## src/rtl/demux_rr_if.sv

```systemverilog
// Handshake bundle between an upstream producer, the round-robin demux and its
// eight downstream channels.
interface demux_rr_if #(
    parameter int W = 8
);
    logic         in_valid;
    logic [W-1:0] in_data;
    logic         in_ready;
    logic [7:0]   ch_ready;
    logic [7:0]   out_valid;
    logic [W-1:0] out_data;
    logic [2:0]   sel;

    modport master (
        output in_valid, in_data, ch_ready,
        input  in_ready, out_valid, out_data, sel
    );

    modport slave (
        input  in_valid, in_data, ch_ready,
        output in_ready, out_valid, out_data, sel
    );
endinterface

```

## src/rtl/demux_rr_scheduler.sv

```systemverilog
// One-word buffered demux that hands each accepted word to the next enabled
// channel in round-robin order.
//
// state | meaning
// IDLE  | buffer empty, waiting for an upstream word
// HOLD  | one word buffered, offered to channel sel until ch_ready[sel]
module demux_rr_scheduler #(
    parameter int W = 8
) (
    input  logic             clk,
    input  logic             rst,
    input  logic             en,
    input  logic [7:0]       ch_mask,
    output logic [15:0]      xfer_cnt,
    demux_rr_if.slave        bus
);
    typedef enum logic {IDLE, HOLD} state_t;

    state_t       state;
    logic [2:0]   ptr;
    logic [2:0]   sel_q;
    logic [W-1:0] data_q;
    logic [7:0]   valid_q;
    logic [2:0]   next_sel;
    logic         found;
    logic [2:0]   idx;
    logic         eligible;
    logic         accept;
    logic         xfer;

    // First enabled channel at or after ptr, wrapping modulo 8.
    always_comb begin
        next_sel = ptr;
        found    = 1'b0;
        idx      = ptr;
        for (int k = 0; k < 8; k++) begin
            idx = ptr + 3'(k);
            if (!found && ch_mask[idx]) begin
                next_sel = idx;
                found    = 1'b1;
            end
        end
    end

    assign eligible     = en && (ch_mask != 8'h00);
    assign xfer         = (state == HOLD) && bus.ch_ready[sel_q];
    assign bus.in_ready = !rst && eligible && ((state == IDLE) || xfer);
    assign accept       = bus.in_valid && bus.in_ready;

    always_ff @(posedge clk) begin
        if (rst) begin
            state    <= IDLE;
            ptr      <= 3'd0;
            sel_q    <= 3'd0;
            data_q   <= '0;
            valid_q  <= 8'h00;
            xfer_cnt <= 16'h0000;
        end else begin
            if (xfer)
                xfer_cnt <= xfer_cnt + 16'h0001;
            if (accept) begin
                state   <= HOLD;
                data_q  <= bus.in_data;
                sel_q   <= next_sel;
                ptr     <= next_sel + 3'd1;
                valid_q <= 8'h01 << next_sel;
            end else if (xfer) begin
                state   <= IDLE;
                valid_q <= 8'h00;
            end
        end
    end

    assign bus.out_valid = valid_q;
    assign bus.out_data  = data_q;
    assign bus.sel       = sel_q;
endmodule

```

## src/flat_wrapper.sv

```systemverilog
// flat-port wrapper written by rule: the top's interface ports become plain ports
module demux_rr_scheduler_flat 
#(
    parameter int W = 8
)
  (clk, rst, en, ch_mask, xfer_cnt, bus_in_valid, bus_in_data, bus_ch_ready, bus_in_ready, bus_out_valid, bus_out_data, bus_sel);
  demux_rr_if #(.W(W)) bus_i ();
  input  logic clk;
  input  logic rst;
  input  logic en;
  input  logic [7:0] ch_mask;
  output logic [15:0] xfer_cnt;
  input wire logic [$bits(bus_i.in_valid)-1:0] bus_in_valid;
  input wire logic [$bits(bus_i.in_data)-1:0] bus_in_data;
  input wire logic [$bits(bus_i.ch_ready)-1:0] bus_ch_ready;
  output wire logic [$bits(bus_i.in_ready)-1:0] bus_in_ready;
  output wire logic [$bits(bus_i.out_valid)-1:0] bus_out_valid;
  output wire logic [$bits(bus_i.out_data)-1:0] bus_out_data;
  output wire logic [$bits(bus_i.sel)-1:0] bus_sel;
  assign bus_i.in_valid = bus_in_valid;
  assign bus_i.in_data = bus_in_data;
  assign bus_i.ch_ready = bus_ch_ready;
  assign bus_in_ready = bus_i.in_ready;
  assign bus_out_valid = bus_i.out_valid;
  assign bus_out_data = bus_i.out_data;
  assign bus_sel = bus_i.sel;
  demux_rr_scheduler #(.W(W)) u_core (.clk(clk), .rst(rst), .en(en), .ch_mask(ch_mask), .xfer_cnt(xfer_cnt), .bus(bus_i));
endmodule
```

## config.mk

```make
export PLATFORM = sky130hd
export DESIGN_NAME = demux_rr_scheduler_flat
export DESIGN_NICKNAME = d
export VERILOG_FILES = /design/src/rtl/demux_rr_if.sv /design/src/rtl/demux_rr_scheduler.sv /design/src/flat_wrapper.sv
export SDC_FILE = /design/constraint.sdc
export NUM_CORES = 1
export LEC_CHECK = 0
export BUFFER_PORTS_ARGS = -buffer_cell sky130_fd_sc_hd__buf_2
export CAP_MARGIN = 20
export CORE_ASPECT_RATIO = 0.6
export CORE_MARGIN = 2
export CORE_UTILIZATION = 50
export DETAILED_ROUTE_END_ITERATION = 8
export PLACE_DENSITY_LB_ADDON = 0.2
export SLEW_MARGIN = 0
export SYNTH_ARGS = -nofsm -noshare
export SYNTH_HDL_FRONTEND = slang
export SYNTH_SLANG_ARGS = --single-unit
```

## constraint.sdc

```tcl
create_clock -name clk -period 6.4 [get_ports clk]
set_input_delay 0.32 -clock clk [delete_from_list [all_inputs] [get_ports clk]]
set_output_delay 0.32 -clock clk [all_outputs]
set_load 0.02 [all_outputs]
```

==> run_results.csv <==
group,metric,value,unit
global_route,grt_max_degree,39,
clock_network,postCtsSetupBuffers,0,
synthesis,async_reset_ff_share,0,%
power_and_ir_drop,clock_power_share,27.2,%
floorplan,design.die.area,0.00567,sq mm
synthesis,synth_edf_count,0,
sta,fin_crit_sh,64.1,%
power_and_ir_drop,switching_share,32.5,%
synthesis,synth-seq-cells,39,
detailed_routing,avgRoutedWirePerCell,14.7,microns
power_and_ir_drop,p_comb_share,29.0,%
detailed_routing,drt_iter0_drc,149,
synthesis,syn_area,0.00253,sq mm
cells_and_area,most-common-layout-cells,"63 x buf_2, 39 x nand2_1, 39 x dfxtp_1, 28 x a21oi_1, 20 x nor2_1",
power_and_ir_drop,ir_drop,118,uV
sta,post-route-min-period,4.10,ns
critical_path,crit_path_top_delay_cell,"dfxtp_1",
power_and_ir_drop,seqPwrFrac,43.8,%
floorplan,rows,20,
global_route,grt_pass1_wl,9.63,mm
sta,setup_viol,0,
global_route,antenna_found_initial,0,
sta,slew_viol_final,0,
synthesis,ys_top_cells_by_area,"dfxtp_1 31%, mux4_2 8.9%, nand2_1 5.8%",
global_route,grt_pass1_vias,1956,
critical_path,crit_family,"multiplexers",
power_and_ir_drop,p_per_area,200,mW/mm^2
cells_and_area,area_growth_syn_to_layout,15.9,%
detailed_routing,wl,5.89,mm
clock_network,htreeDepth,2,
sta,worstMarginPinSlew,0.738,ns
power_and_ir_drop,p_switching,0.000191,W
clock_network,cts.path.max_buffers,2,
clock_network,clkTransAtPathRegs,0.07,ns
floorplan,start_util,50.9,%
clock_network,root_buffer,"clkbuf_8",
critical_path,worstSetupPathType,"flip-flop to flip-flop",
sta,fin_setup_tns,0,ns
cells_and_area,final_core_util,59.0,%
critical_path,path_buf_inv,2,
critical_path,cp-start-kind,"flip-flop",
sta,rsz0062_at_grt,"no",
detailed_routing,via_per_inst,5.79,
clock_network,cts_buffers,5,
sta,fmax,0.244,GHz
critical_path,r2r_slack,2.30,ns
synthesis,synth_area_per_cell,9.05,sq um
clock_network,clock_sinks,39,
synthesis,ys_warn_count,0,
placement,portBuffers,63,
detailed_routing,ant_nets,0,
global_route,grt_overflow,0,
clock_network,insertion_delay,0.29,ns
cells_and_area,nNetsFinal,368,
synthesis,synth_nets,314,
detailed_routing,drt-pass1-iter-count,6,
synthesis,yosys.area.top_type_share,30.8,%
cells_and_area,drive_gt1_share,30.4,%
sta,slew_headroom,50.7,%
job,cap_viol_max_count,0,
synthesis,synthDistinctLibCells,54,
power_and_ir_drop,leakage,1.17,nW
floorplan,die_width,95.9,microns
critical_path,timing.rr.start,"u_core.ptr[0]",
synthesis,syn_inst,280,
placement,gp_congestion,0.922,
critical_path,setup.worst_path.start,"u_core.ptr[0]",
synthesis,synth-main-ff-cell,"dfxtp_1",
global_route,grt_usage,21.7,%
critical_path,path_cells,"inv_1, ha_1, mux4_1, mux2_2, and3_2, o211ai_1, o2111a_1, o32ai_2, inv_1, nor2_1, ha_1, nand2_1, a21oi_1",
clock_network,cts_resized,0,
cells_and_area,layout_commonest_cell,"buf_2",
detailed_routing,drc,0,
hold_path,hold_class,"input port to flip-flop",
placement,hpwl,4.44,mm
critical_path,crit_arrival,4.25,ns
critical_path,critPathMaxFanout,12,
power_and_ir_drop,p_int,0.000396,W
floorplan,fp.dieH,59.2,microns
critical_path,required,6.55,ns
cells_and_area,diodes,0,
critical_path,crit_path_end_kind,"flip-flop",
clock_network,hold_buffers,0,
synthesis,synth_largest_area_cell,"dfxtp_1",
synthesis,seq_area_frac_synth,30.8,%
critical_path,cp_slowest_stage_delay,0.69,ns
floorplan,ios,64,
status,status,"complete, no violations",
sta,fin_worst_skew,0.00559,ns
hold_path,worst_hold_startpoint,"bus_in_data[3]",
clock_network,cts_tree,"done",
sta,hold_violations,0,
detailed_routing,dr_total_vias,2320,
floorplan,core_area,0.00498,sq mm
## area by class of cell
cell class	instances	area, sq um
Multi-Input combinational cell	215	1640
Timing Repair Buffer	63	315
Clock inverter	3	15.0
Clock buffer	5	68.8
Sequential cell	39	781
Fill cell	448	2040
Tap cell	66	82.6
Inverter	10	37.5
## power by group through the flow
stage | Clock (W) | Sequential, W | Combinational, W
finish | 0.000160 | 0.000257 | 0.000170
CTS | 0.000165 | 0.000257 | 0.000168
detailed placement | 0 | 0.000263 | 0.000167
floorplan | 0 | 0.000263 | 0.000128
global placement | 0 | 0.000263 | 0.000165
global route | 0.000175 | 0.000258 | 0.000186
## metal layers
layer	GRT usage [%]	vias up	routed length, microns
li1	-	1142	-
met1	34.5	1082	3040
met2	28.6	94	2330
met3	8.02	2	514
met4	2.04	0	6
met5	0	-	0
## worst register-to-register path, delay by kind of cell, from the launching register on
| kind | cells | cell delay [ns] |
|---|---|---|
| multiplexers | 2 | 0.98 |
| adder cells (fa/ha/maj) | 2 | 0.95 |
| flip-flops | 1 | 0.69 |
| AO/OA/AOI/OAI | 4 | 0.61 |
| buffers and inverters | 2 | 0.41 |
| AND/OR/NAND/NOR | 3 | 0.32 |
## worst paths after layout
check	cells after the start	end
worst max register to register	13	u_core.ptr[2]
worst min-delay path	3	u_core.bus.out_data[3]
worst min register to register	2	u_core.bus.out_data[1]
worst max-delay path	13	u_core.ptr[2]
## metrics by stage
| stage | area, sq um | cells | hold slack, ns | total power [W] | setup slack (ns) |
|---|---|---|---|---|---|
| global placement | 2850 | 393 | 0.438 | 0.000427 | 2.38 |
| floorplan | 2530 | 280 | 0.456 | 0.000391 | 3.13 |
| detailed placement | 2850 | 393 | 0.448 | 0.000429 | 2.29 |
| finish | 2940 | 401 | 0.269 | 0.000587 | 2.30 |
| global route | 2940 | 401 | 0.277 | 0.000619 | 1.98 |
| CTS | 2940 | 401 | 0.265 | 0.000590 | 2.28 |
## logic make-up (layout without fill, tap and decap cells)
| logic type | count (synthesis) | after routing | share of synthesized area, % |
|---|---|---|---|
| buffers and inverters | 26 | 81 | 4.59 |
| muxes | 26 | 26 | 18.8 |
| and+or+nand+nor | 105 | 105 | 20.0 |
| adders and majority gates | 6 | 6 | 2.96 |
| AOI/OAI and AO/OA | 64 | 64 | 17.8 |
| xor gates and xnor gates | 14 | 14 | 5.13 |
| DFF | 39 | 39 | 30.8 |
## synthesized netlist by cell type, types with 5 or more instances
master and count:
a21oi_1 28, clkbuf_1 11, mux2i_1 5, ha_1 6
dfxtp_1 39, nand4_1 5, nand3_1 13, nand2_1 39
nor2_1 20, o21ai_0 9, inv_1 9, mux4_2 10
xor2_1 9, or3_1 7
## registers in the layout, summed over array words and instances, names as in the netlist
signal                count
u_core.state              1
u_core.bus.out_valid      8
u_core.ptr                3
u_core.bus.out_data       8
u_core.xfer_cnt          16
u_core.bus.sel            3
(Power assumes the default switching activity.)
